**src/rtl/lc3b_types.sv**
```systemverilog
// rtl/lc3b_types.sv - shared LC-3b datapath types and cache arbiter state encoding
package lc3b_types;

    typedef logic [15:0]  lc3b_word;
    typedef logic [127:0] lc3b_block;

    // Arbiter FSM: one idle state between every grant, one grant state per client.
    typedef enum logic [1:0] {
        ARB_IDLE    = 2'b00,
        ARB_GRANT_I = 2'b01,
        ARB_GRANT_D = 2'b10
    } arb_state_t;

    // Encoding of the last_served register.
    localparam logic LAST_I = 1'b0;
    localparam logic LAST_D = 1'b1;

endpackage

```
**src/rtl/cache_arbiter.sv**
```systemverilog
// rtl/cache_arbiter.sv - two-client (I-cache / D-cache) physical memory arbiter
//
// Purpose: shares one physical memory port between the instruction cache and
// the data cache. Under contention the grant alternates, and every grant is
// separated from the next by one IDLE cycle.
//
// Ports:
//   clk             sole clock, all state on the rising edge
//   reset           asynchronous, active-low reset
//   i_pmem_read     I-cache block read request
//   i_pmem_address  I-cache block address
//   i_pmem_rdata    read block returned to the I-cache (pmem_rdata forwarded)
//   i_pmem_resp     I-cache transaction complete
//   d_pmem_read     D-cache block read request
//   d_pmem_write    D-cache writeback request
//   d_pmem_address  D-cache block address
//   d_pmem_wdata    D-cache writeback block
//   d_pmem_rdata    read block returned to the D-cache (pmem_rdata forwarded)
//   d_pmem_resp     D-cache transaction complete
//   pmem_read       read strobe to physical memory
//   pmem_write      write strobe to physical memory
//   pmem_address    address to physical memory
//   pmem_wdata      write block to physical memory
//   pmem_rdata      read block from physical memory
//   pmem_resp       transaction complete from physical memory
//
// Parameter D_FIRST selects which client wins a simultaneous request right
// after reset (1 = D-cache, 0 = I-cache).
module cache_arbiter
    import lc3b_types::*;
#(
    parameter logic D_FIRST = 1'b1
) (
    input  logic      clk,
    input  logic      reset,

    input  logic      i_pmem_read,
    input  lc3b_word  i_pmem_address,
    output lc3b_block i_pmem_rdata,
    output logic      i_pmem_resp,

    input  logic      d_pmem_read,
    input  logic      d_pmem_write,
    input  lc3b_word  d_pmem_address,
    input  lc3b_block d_pmem_wdata,
    output lc3b_block d_pmem_rdata,
    output logic      d_pmem_resp,

    output logic      pmem_read,
    output logic      pmem_write,
    output lc3b_word  pmem_address,
    output lc3b_block pmem_wdata,
    input  lc3b_block pmem_rdata,
    input  logic      pmem_resp
);

    arb_state_t state;
    arb_state_t state_next;
    logic       last_served;
    logic       last_next;

    logic       i_req;
    logic       d_req;

    assign i_req = i_pmem_read;
    assign d_req = d_pmem_read | d_pmem_write;

    // last_served starts on the client that should lose the first tie, so the
    // D_FIRST client wins it.
    always_ff @(posedge clk or negedge reset) begin
        if (!reset) begin
            state       <= ARB_IDLE;
            last_served <= D_FIRST ? LAST_I : LAST_D;
        end else begin
            state       <= state_next;
            last_served <= last_next;
        end
    end

    always_comb begin
        state_next = state;
        last_next  = last_served;
        case (state)
            ARB_IDLE: begin
                // D wins when alone, or on a tie when I was served last.
                if (d_req && (!i_req || last_served == LAST_I)) begin
                    state_next = ARB_GRANT_D;
                end else if (i_req) begin
                    state_next = ARB_GRANT_I;
                end
            end
            ARB_GRANT_I: begin
                if (pmem_resp) begin
                    state_next = ARB_IDLE;
                    last_next  = LAST_I;
                end else if (!i_req) begin
                    // Abandoned request: release the port, fairness unchanged.
                    state_next = ARB_IDLE;
                end
            end
            ARB_GRANT_D: begin
                if (pmem_resp) begin
                    state_next = ARB_IDLE;
                    last_next  = LAST_D;
                end else if (!d_req) begin
                    state_next = ARB_IDLE;
                end
            end
            default: begin
                state_next = ARB_IDLE;
            end
        endcase
    end

    // Read data goes to both clients unconditionally; only the resp strobe
    // tells a client that the data is its own.
    assign i_pmem_rdata = pmem_rdata;
    assign d_pmem_rdata = pmem_rdata;

    always_comb begin
        pmem_read    = 1'b0;
        pmem_write   = 1'b0;
        pmem_address = '0;
        pmem_wdata   = '0;
        i_pmem_resp  = 1'b0;
        d_pmem_resp  = 1'b0;
        case (state)
            ARB_GRANT_I: begin
                pmem_read    = i_pmem_read;
                pmem_address = i_pmem_address;
                i_pmem_resp  = pmem_resp;
            end
            ARB_GRANT_D: begin
                // A simultaneous read+write is passed through untouched.
                pmem_read    = d_pmem_read;
                pmem_write   = d_pmem_write;
                pmem_address = d_pmem_address;
                pmem_wdata   = d_pmem_wdata;
                d_pmem_resp  = pmem_resp;
            end
            default: begin
            end
        endcase
    end

endmodule

```
**config.mk**
```make
export PLATFORM = sky130hd
export DESIGN_NAME = cache_arbiter
export DESIGN_NICKNAME = d
export VERILOG_FILES = /design/src/rtl/lc3b_types.sv /design/src/rtl/cache_arbiter.sv
export SDC_FILE = /design/constraint.sdc
export NUM_CORES = 1
export LEC_CHECK = 0
export CAP_MARGIN = 20
export CORE_AREA = 2 2 268 270
export CTS_BUF_LIST = sky130_fd_sc_hd__clkbuf_8
export CTS_CLUSTER_SIZE = 10
export DETAILED_ROUTE_END_ITERATION = 6
export DIE_AREA = 0 0 270 272
export HOLD_SLACK_MARGIN = 0.12
export PLACE_DENSITY = 0.3
export RECOVER_POWER = 25
export SYNTH_ARGS = -nofsm -noshare
export SYNTH_HDL_FRONTEND = slang
export SYNTH_SLANG_ARGS = --single-unit
```
**constraint.sdc**
```tcl
create_clock -name clk -period 2.1 [get_ports clk]
set_input_delay 0.315 -clock clk [delete_from_list [all_inputs] [get_ports clk]]
set_output_delay 0.315 -clock clk [all_outputs]
set_load 0.005 [all_outputs]
```
== Yosys cells after proc, flatten, opt, wreduce, memory -nomap -nowiden ==
Index checks and enable logic that the tools add are counted.

* Register bits: 3
* Latch bits: 0
* Bits in writable memories: 0
* Memory bits (read-only): 0
* Output and inout port bits: 404
* Memories kept: 0

* $add $sub $neg: 0
* Multiply operators: 0
* Divide/modulo/power cells: 0
* $lt $le $gt $ge: 0
* Equality and inequality tests: 7
* Shift-type cells: 0
* Multiplexer cells: 16
* Bitwise gates (word level): 2
* Reduce and logical (&&, ||, !) cells: 7

{| class="wikitable"
|+ Operators with widths
! cell !! count
|-
| $mux 128 || 1
|-
| $pmux 16 s2 || 1
|-
| $mux 2 || 6
|-
| $ne 3x3->1 const B || 3
|-
| $pmux 2 s3 || 1
|-
| $reduce_and 3->1 || 2
|-
| $mux 1 || 5
|-
| $ne 2x2->1 const B || 2
|-
| $pmux 1 s2 || 2
|-
| $eq 2x1->1 const B || 1
|-
| $eq 2x2->1 const B || 1
|-
| $logic_not 2->1 || 1
|-
| $reduce_bool 2->1 || 1
|-
| $logic_and 1x1->1 || 1
|-
| $logic_not 1->1 || 1
|-
| $logic_or 1x1->1 || 1
|-
| $not 1->1 || 1
|-
| $or 1x1->1 || 1
|}

== Logic depth before layout (Yosys ltp) ==
Gate-level depths: netlist of the first run.

* Depth in word-level cells: 5
* Gate-level depth with buffers: 6

== Worst setup path before layout of the first run ==
OpenSTA, ideal clock, no wires.

* Path kind: reg2out
* Start point: register state[0]
* End point: output pmem_address[10]
* Data arrival time: 1.198 ns
* Data required time: 1.785 ns
* Slack: 0.587 ns
* Stages on the path, launching flop included: 5
* Buffers on the path: 1
* Cells stage by stage: dfrtp_1 -> inv_1 -> ha_1 -> clkbuf_1 -> nor2b_1

* Longest elaborated chain between the ends: 2
* Elaborated cells between the ends (all ways): 3
* Classes of those cells: eq/ne: 2; mux: 1

{| class="wikitable"
|+ Ends and longest elaborated chain
! element !! line !! text
|-
| start: declaration || cache_arbiter.sv:57 || <nowiki>arb_state_t state;</nowiki>
|-
| start signal: assignment || cache_arbiter.sv:75 || <nowiki>state <= state_next;</nowiki>
|-
| $eq 2x2->1 / $eq 2x1->1 (equally long branches) || cache_arbiter.sv:127 || <nowiki>case (state)</nowiki>
|-
| $pmux 16 s2 * || cache_arbiter.sv:127 ||
|-
| end: declaration || cache_arbiter.sv:51 || <nowiki>output lc3b_word pmem_address,</nowiki>
|}

Every way passes the cells marked *; elsewhere a longest branch is shown, timed or not.

== Worst setup path in the final report of the first run ==
* Start point: register state[1]
* End point: output pmem_wdata[113]

* Longest elaborated chain between the ends: 2

{| class="wikitable"
|+ Ends and longest elaborated chain
! element !! line !! text
|-
| $eq 2x2->1 || cache_arbiter.sv:127 ||
|-
| $mux 128 || cache_arbiter.sv:127 ||
|-
| end: declaration || cache_arbiter.sv:52 || <nowiki>output lc3b_block pmem_wdata,</nowiki>
|}

Every way passes these cells.

==> results.md, run 1 <==
- The number of library cell types mapped by synthesis is 20.
- At the pin with the least slew margin, the transition time is about 0.26 ns.
- The worst path uses 102% of the clock period.
- After technology mapping, the gate count stands at 469.
- The cell sitting at the root of the clock tree is a sky130_fd_sc_hd__clkbuf_8.
- For the finished layout, the period the worst path requires is 2.13 ns.
- The die outline area is 73,400 um^2.
- Yosys printed 0 warnings.
- The total clock sinks is 3.
- The maximum ir drop on the vdd rail is between 500 and 600 uV.
- Using the TritonRoute via totals, the vias-per-cell ratio works out to 2.17.
- The initial antenna violation count is 12.
- The sequential cell area fraction in the yosys report is 2.24%.
- The core region is 70,800 um^2.
- The flow ran to the end, but the final reports show violations.
- The count of state elements after synthesis is 3.
- Cells with a size suffix above 1 make up 19.6% of the layout.
- The HPWL after detailed placement is 15,700 um.
- The most common cell after layout, fill and taps aside is sky130_fd_sc_hd__clkdlybuf4s50_1.
- The mean instance size in the synthesized netlist is 7.15 um^2.
- The synthesized design contains 0 enable-type register cells.
- The maximum buffer depth of the clock tree is 2.
- The DRC marker count from the first detailed-route iteration is between 60 and 70.
- The most used flip-flop cell after synthesis is sky130_fd_sc_hd__dfrtp_1.
- For this run, the share of the core covered by cells in the final layout is 9.15%.
- The power density over cell area is 921 nW/um^2.
- The number of detailed-routing iterations run before antenna repair is 4.
- The placement row count is 98.
- Data on the critical path is required at its endpoint by 1.78 ns.
- Setup violations remaining at the end of the flow were counted as 12.
- The design draws 5960 uW.
- For this run, asynchronously set or reset flops after synthesis account for between 90% and 100%.
- Data arrives at the worst endpoint at 1.82 ns.
- The category of the worst setup path launch point is a flip-flop.
- Buffers inserted during clock tree synthesis total 3.
- Leaving out fill and tap cells, the most frequent cells in the layout are sky130_fd_sc_hd__clkdlybuf4s50_1 (173), sky130_fd_sc_hd__and2_1 (128), sky130_fd_sc_hd__dlygate4sd2_1 (56).
- The total count of max-transition violations in the final report is 0.
- Setup repair after global routing could not meet its margin everywhere.
- The count of pins on the block boundary is 698.
- At the end of routability-driven placement, the weighted congestion stood at 0.836.
- The register area is 75.1 um^2.
- The critical path is of the reg2out type.
- The remaining routing DRC violations is 0.
- Across all setup checks in the final design, the least slack found is -0.0316 ns.
- The netlist area before placement is roughly 3400 um^2.
- Summing over every cut layer, the via total after detailed routing is 3,300.
- The clock input transition at the sequential cells of the worst setup and hold paths is 0.03 ns.
- The routed length per instance is roughly 14 um.
- Derived from the worst setup path, the maximum achievable clock frequency is between 400 and 500 MHz.
- TritonCTS built the clock tree.
- The chip height is between 200 and 300 um.
- CTS built an H-tree with a depth of 1.
- Once the floorplan was initialized, standard cells occupied about 4.7% of the core.
- The x dimension of the die is 270 um.
- The footprint of the multi-input gates is between 1000 and 1500 um^2.
- The worst-case headroom to the max-slew limit is 82.7%.
- The min-delay analysis places its worst path in the category in2async.
- The checks that failed: setup timing.
- Entering global routing, the biggest net connects 43 pins.
- The source-to-sink clock delay at the later pin of the worst-skew pair is 0.22 ns.
- From synthesis to final layout, the design area changed by 93.2%.
- For this run, the total global-route usage over all layers was measured as ~5%.
- Along the worst path, the maximum fanout reaches 11.
- The max-capacitance violation count is 0.
- Fill cells in the final layout number 8,276.
- After global routing the overflow that remains totals 0.
- The kind of end point of the critical path is an output port.
- The total count of hold-check failures in the final report is 0.
- The global-route wire length before repair is approximately 26,000 um.
- In this run the static leakage power is 0.00294 uW.
- The total number of nets in the final design is 865.
- Across the routed clock network, the largest skew measured is about 0.0018 ns.
- After clock tree synthesis, the flow added hold-fix buffers numbering 0.
- The via count of the first global-routing pass came to between 3,000 and 4,000.
- The number of nets produced by synthesis is about 770.
- During placement, the flow inserted port buffers numbering 313.
- The total wire length is around 22,000 um.
- The count of nets left with antenna violations once routing finished came out at 0.
- Prior to clock tree synthesis, the placed netlist has a worst setup slack of -0.131 ns.
repair_timing:
action / in CTS / in global routing
setup buffers: 7 / 18
resized for setup: 130 / 141
endpoints found under the setup margin: 148 / 62
pin swaps: 1 / 3
cloned: 5 / 6
synth_stat cells (2+ instances only):
library cell                 n  area [um^2]
sky130_fd_sc_hd__nor2_1      3         11.3
sky130_fd_sc_hd__nand2_1     2         7.51
sky130_fd_sc_hd__buf_4     268         2010
sky130_fd_sc_hd__ha_1        5         62.6
sky130_fd_sc_hd__nor2b_1    18          113
sky130_fd_sc_hd__clkbuf_1    5         18.8
sky130_fd_sc_hd__buf_2       2         10.0
sky130_fd_sc_hd__nand2b_1    2         12.5
sky130_fd_sc_hd__o21ai_0     2         10.0
sky130_fd_sc_hd__nand3_1     2         10.0
sky130_fd_sc_hd__and2_1    132          826
sky130_fd_sc_hd__a22oi_1    17          128
sky130_fd_sc_hd__inv_1       2         7.51
sky130_fd_sc_hd__dfrtp_1     3         75.1
sequential cells by signal, indices dropped and copies added, names as in the netlist:
register     count
last_served      1
state            2
logic make-up after synthesis:
family	after synthesis	share of synthesized area (%)
AO/OA/AOI/OAI	24	5.30
adder cells (fa/ha/maj)	5	1.87
buffers and inverters	277	61.1
flip-flops	3	2.24
AND/OR/NAND/NOR	160	29.5
worst paths after layout:
kind,start,to,slack (ns),depth (start not counted)
worst max register to register,state[1]$_DFFE_PN0P_,state[1]$_DFFE_PN0P_,0.56,8
max in group asynchronous,reset,last_served$_DFFE_PN0P_,1.59,1
worst max-delay path,state[1]$_DFFE_PN0P_,pmem_wdata[113],-0.03,7
worst min register to register,last_served$_DFFE_PN0P_,last_served$_DFFE_PN0P_,0.54,1
min in group clk,last_served$_DFFE_PN0P_,last_served$_DFFE_PN0P_,0.54,1
worst min-delay path,reset,state[0]$_DFFE_PN0P_,0.36,1
routing by layer:
layer	up-vias	GRT usage (%)	part of all wire [%]	wire (um)
met3	79	2.87	13	2770
met1	1394	4.56	38	8250
met4	6	2.41	4.6	1000
met2	428	8.84	45	9880
met5	-	0	0.19	41
li1	1393	-	-	-
layout make-up:
class	instances	share of cell area, %
flip-flops and latches	3	1.16
clock inverters	1	0.0580
inverters	2	0.116
diodes	5	0.193
well taps	950	18.4
clock buffers	3	0.638
repair buffers	367	58.3
multi-input cells	189	21.2
worst max-delay path, stage by stage, from the launching register on:
cell and delay [ns]:
sky130_fd_sc_hd__dfrtp_1 0.41, sky130_fd_sc_hd__buf_6 0.14, sky130_fd_sc_hd__ha_4 0.19, sky130_fd_sc_hd__buf_12 0.16
sky130_fd_sc_hd__buf_6 0.12, sky130_fd_sc_hd__clkbuf_16 0.17, sky130_fd_sc_hd__and2_4 0.15, sky130_fd_sc_hd__dlygate4sd2_1 0.25
where the power goes:
group | total, uW | internal, uW | switching [uW]
combinational | 5690 | 3320 | 2370
sequential | 110 | 84.8 | 25.2
clock | 166 | 125 | 40.9
metrics by stage:
step	setup TNS, ns	cells	hold slack [ns]	instance area [um^2]
3_3_place_gp	-0.447	1477	0.524	5900
5_1_grt	-1.77	1515	0.372	6460
6_report	-0.252	1520	0.358	6480
3_5_place_dp	-0.380	1477	0.518	5900
4_1_cts	-4.65	1493	0.291	6070
2_1_floorplan	0	469	0.0194	3350
No activity file was read; power rests on OpenSTA's default activity.
==> run 2: changes to the inputs <==
--- a/config.mk
+++ b/config.mk
@@ -5,12 +5,13 @@
 export SDC_FILE = /design/constraint.sdc
 export NUM_CORES = 1
 export LEC_CHECK = 0
+export ABC_AREA = 1
 export CAP_MARGIN = 20
-export CORE_AREA = 2 2 268 270
+export CORE_AREA = 2 2 269 271
 export CTS_BUF_LIST = sky130_fd_sc_hd__clkbuf_8
 export CTS_CLUSTER_SIZE = 10
 export DETAILED_ROUTE_END_ITERATION = 6
-export DIE_AREA = 0 0 270 272
+export DIE_AREA = 0 0 271 273
 export HOLD_SLACK_MARGIN = 0.12
 export PLACE_DENSITY = 0.3
 export RECOVER_POWER = 25
==> run 2 against run 1 <==
Largest power group unchanged. Clock skew decreased by 0.00067 ns. Sequential share of layout area about the same. Sequential power fell by 14%. Maximum frequency shrank 3.4%. Synthesized cell count up 33%. Count of clock-buffer cells in the layout unchanged. The flow still finishes with violations (setup timing). Critical path type unchanged. Highest routed layer unchanged. Routed wire length shrank 11%. Via count grew 12%. Clock power hardly changed. Worst hold slack better by 0.011 ns.
==> results.md, run 2 <==
- The number of detailed-routing iterations run before antenna repair came to 4 (unchanged).
- The most common cell after layout, fill and taps aside is sky130_fd_sc_hd__clkdlybuf4s50_1 (unchanged).
- The die outline area is 74,000 um^2 (was 73,400 um^2).
- The sequential cell area fraction in the yosys report is 2.12% (was 2.24%).
- The worst-case headroom to the max-slew limit is 86.7% (was 82.7%).
- The final critical path time including I/O delays and setup was 2.21 ns (was 2.13 ns).
- The ratio of routed vias to standard cells is 2.22 (was 2.17).
- The combined buffer and inverter count along the critical path came to 5 (unchanged).
- The met1 routed wirelength after detailed routing came to 6690 um (was 8250 um).
- The instance count of the mapped netlist is 624 (was 469).
- The share of final-layout standard cells stronger than drive strength 1 is 9.14% (was 19.6%).
- The register with the most flip-flops is state (unchanged).
- The area share of the largest cell type after synthesis is 55.1% (was 60.0%).
- The number of nets produced by synthesis came to 923 (was 768).
- The core outline area came to 71,000 um^2 (was 70,800 um^2).
- The aggregate global-route resource usage was 4.30% (was 4.98%).
- The final-layout fill cell count came to 8,244 (was 8,276).
- The total clock sinks was 3 (unchanged).
- The x dimension of the die came to 271 um (was 270 um).
- The worst hold-check path type is in2async (unchanged).
- The required time of the worst setup path is 1.78 ns (about the same).
- Run status: finished with violations (unchanged).
- The data arrival at the endpoint of the critical path is 1.89 ns (was 1.82 ns).
- The starting utilization of the core area is 4.99% (was 4.74%).
- The number of I/O port buffers is 313 (unchanged).
- The clock tree from TritonCTS is built (unchanged).
- The netlist area before placement is 3540 um^2 (was 3350 um^2).
- The total count of hold-check failures in the final report is 0 (unchanged).
- The flip-flop count of the largest register after layout came to 2 (unchanged).
- The maximum buffer depth of the clock tree is 2 (unchanged).
- The delay of the slowest cell on the worst path is 0.49 ns (was 0.41 ns).
- The count of pins on the block boundary came to 698 (unchanged).
- The root buffer cell was sky130_fd_sc_hd__clkbuf_8 (unchanged).
- The final critical-path setup slack is -0.107 ns (was -0.0316 ns).
- The count of state elements after synthesis came to 3 (unchanged).
- The routed length per instance is 11.8 um (was 14.4 um).
- The via count of the first global-routing pass was 3,769 (was 3,435).
- The clock input transition at the sequential cells of the worst setup and hold paths is 0.03 ns (about the same).
- The largest clock skew in the final design is 0.00115 ns (was 0.00182 ns).
- Critical path, cell by cell: inv_2, ha_4, buf_16, buf_4, nand2_1, inv_1, clkdlybuf4s50_1 (was buf_6, ha_4, buf_12, buf_6, clkbuf_16, and2_4, dlygate4sd2_1).
- The number of non-filler instances in the completed layout is 1,662 (was 1,520).
- The ratio of final minimum period to clock period is 105% (was 102%).
- The global-route wire length before repair was 23,700 um (was 26,100 um).
- The number of placed instances, taps included came to 1,631 (was 1,477).
- The most repeated cell in the gate-level netlist after synthesis is sky130_fd_sc_hd__buf_4 (unchanged).
- The routed wire length on met3 was 3250 um (was 2770 um).
- The initial antenna violation count came to 1 (was 12).
- The placement row count is 98 (unchanged).
- The mean instance size in the synthesized netlist came to 5.67 um^2 (was 7.15 um^2).
- The achievable clock frequency is 453 MHz (was 469 MHz).
- The final RePlAce weighted congestion is 0.823 (was 0.836).
- RSZ-0062 raised after global routing: true (unchanged).
- The remaining global-route overflow was 0 (unchanged).
- The final cell utilization of the core is 9.45% (was 9.15%).
- The highest metal layer with signal wires is met5 (unchanged).
- The endpoint of the lowest-slack register-to-register path is state[1]$_DFFE_PN0P_ (unchanged).
- The met2 wirelength from detailed routing is 8910 um (was 9880 um).
- Violated checks: setup timing (unchanged).
- The share of async-settable or async-resettable flops after synthesis is 100% (unchanged).
- Largest registers in the final layout: state x2, last_served x1 (unchanged).
- The max-capacitance violation count is 0 (unchanged).
- The remaining routing DRC violations is 0 (unchanged).
- The DRC marker count from the first detailed-route iteration is 68 (was 66).
- The post-place setup slack is -0.0289 ns (was -0.131 ns).
- The critical-path cell with the highest stage delay is sky130_fd_sc_hd__clkdlybuf4s50_1 (was sky130_fd_sc_hd__dfrtp_1).
- Commonest cells after routing, fill and taps aside: sky130_fd_sc_hd__clkdlybuf4s50_1 (186), sky130_fd_sc_hd__nand2_1 (173), sky130_fd_sc_hd__inv_1 (135) (was sky130_fd_sc_hd__clkdlybuf4s50_1 (173), sky130_fd_sc_hd__and2_1 (128), sky130_fd_sc_hd__dlygate4sd2_1 (56)).
- The most instantiated flip-flop cell in the synthesis netlist was sky130_fd_sc_hd__dfrtp_1 (unchanged).
- Most common library cells after synthesis: sky130_fd_sc_hd__buf_4 (260), sky130_fd_sc_hd__nand2_1 (179), sky130_fd_sc_hd__inv_1 (136) (was sky130_fd_sc_hd__buf_4 (268), sky130_fd_sc_hd__and2_1 (132), sky130_fd_sc_hd__nor2b_1 (18)).
- The kind of end point of the critical path is an output port (unchanged).
- The signed area change from the synthesized netlist to the final layout is 89.6% (was 93.2%).
- The source-to-sink clock delay at the later pin of the worst-skew pair came to 0.22 ns (about the same).
- The category of the critical setup timing path is reg2out (unchanged).
- The internal reg-to-reg setup slack is 0.45 ns (was 0.56 ns).
- The number of enable flip-flop cells after synthesis was 0 (unchanged).
- The kind of cell adding the most delay to the critical path is buffers and inverters (unchanged).
- The launch point of the worst reg-to-reg path was state[1]$_DFFE_PN0P_ (unchanged).
- The total count of max-transition violations in the final report is 0 (unchanged).
- The synthesis warning total was 0 (unchanged).
- The total wire length came to 19,600 um (was 21,900 um).
- The number of buffers created by CTS is 3 (unchanged).
- The largest area contributor in the netlist is sky130_fd_sc_hd__buf_4 (unchanged).
- The number of library cell types mapped by synthesis is 15 (was 20).
- The total number of nets in the final design is 1,011 (was 865).
- The category of the worst setup path launch point is a flip-flop (unchanged).
- The top fanout value on the critical path is 9 (was 11).
- The logic depth of the worst register-to-register path is 11 (was 8).
- The maximum ir drop on the vdd rail is 289 uV (was 594 uV).
- The leakage component of the power is 0.00481 uW (was 0.00294 uW).
- The total half-perimeter wirelength after legalization and detailed placement is 14,600 um (was 15,700 um).
- The chip height is 273 um (was 272 um).
- The footprint of the multi-input gates is 898 um^2 (was 1370 um^2).
- The number of nets still failing antenna checks after routing came to 0 (unchanged).
- The total vias in the final route came to 3,693 (was 3,300).
- The register area is 75.1 um^2 (unchanged).
- The actual slew at the worst max-slew pin is 0.200 ns (was 0.258 ns).
- The power density over cell area is 699 nW/um^2 (was 921 nW/um^2).
- The final-report setup violation count is 12 (unchanged).
- The number of hold buffers added after CTS came to 0 (unchanged).
- Leading cell types by total area after synthesis: sky130_fd_sc_hd__buf_4 (55%), sky130_fd_sc_hd__nand2_1 (19%), sky130_fd_sc_hd__inv_1 (14%) (was sky130_fd_sc_hd__buf_4 (60%), sky130_fd_sc_hd__and2_1 (25%), sky130_fd_sc_hd__a22oi_1 (3.8%)).
- The number of H-tree branching levels is 1 (unchanged).
- The largest net degree at the start of global routing was 37 (was 43).
-- run 2: final cells by class --
class / count / share of cell area, %
timing repair buffer: 359 / 59.4
clock buffer: 3 / 0.615
antenna: 1 / 0.0373
clock inverter: 1 / 0.0559
multi-input combinational: 207 / 13.4
inverter: 138 / 7.72
sequential: 3 / 1.12
tap: 950 / 17.7
-- run 2: stage by stage --
step	hold slack (ns)	TNS, ns	total power [uW]	instance area, um^2
6_report	0.369	-0.698	4690	6710
5_1_grt	0.371	-2.57	5200	6710
4_1_cts	0.300	-13.05	4330	6170
3_5_place_dp	0.495	-0.0289	3830	5990
3_3_place_gp	0.516	-0.245	3910	5990
2_1_floorplan	0.0194	0	1880	3540
-- run 2: worst max-delay path by stage --
stage	from	to	slack (ns)	depth (start not counted)
floorplan	state[0]$_DFFE_PN0P_	pmem_address[10]	0.59	5
global placement	state[1]$_DFFE_PN0P_	pmem_address[1]	-0.07	6
detailed placement	state[1]$_DFFE_PN0P_	pmem_address[1]	-0.03	6
CTS	state[0]$_DFFE_PN0P_	pmem_write	-0.18	7
global route	state[0]$_DFFE_PN0P_	pmem_wdata[82]	-0.19	7
finish	state[0]$_DFFE_PN0P_	pmem_wdata[51]	-0.11	7
-- run 2: cells by family (layout without fill, tap and decap cells) --
| logic type | count (synthesis) | count (layout) | synth area share, % |
|---|---|---|---|
| buffers and inverters | 414 | 501 | 73.8 |
| AND/OR/NAND/NOR | 182 | 182 | 19.4 |
| AO/OA/AOI/OAI | 20 | 20 | 2.93 |
| adder cells (fa/ha/maj) | 5 | 5 | 1.77 |
| flip-flops | 3 | 3 | 2.12 |
| other | 0 | 1 | 0 |
-- run 2: timing repair --
action / in CTS / in global routing
gates cloned: 3 / 4
setup endpoints to repair: 146 / 131
pin swaps: 0 / 1
endpoints found under the hold margin: 0 / 0
gates resized for setup: 37 / 135
setup buffers: 4 / 15
-- run 2: metal layers --
metal / track usage, % / up-vias
li1: - / 1665
met1: 3.82 / 1531
met2: 7.29 / 441
met3: 3.34 / 54
met4: 1.61 / 2
met5: 0.449 / -
-- run 2: report_power, final --
part / internal, uW / switching (uW) / leakage [uW]
clock: 125 / 40.0 / 0.0000269
sequential: 81.6 / 13.4 / 0.0000365
combinational: 2500 / 1930 / 0.00475
total: 2710 / 1980 / 0.00481
==> run 3: changes to the inputs <==
--- a/config.mk
+++ b/config.mk
@@ -12,9 +12,11 @@
 export CTS_CLUSTER_SIZE = 10
 export DETAILED_ROUTE_END_ITERATION = 6
 export DIE_AREA = 0 0 271 273
+export GPL_ROUTABILITY_DRIVEN = 0
 export HOLD_SLACK_MARGIN = 0.12
 export PLACE_DENSITY = 0.3
 export RECOVER_POWER = 25
+export SLEW_MARGIN = 10
 export SYNTH_ARGS = -nofsm -noshare
 export SYNTH_HDL_FRONTEND = slang
 export SYNTH_SLANG_ARGS = --single-unit
==> results of run 3 <==
The final DEF is identical to that of run 2; final timing and power are the same.
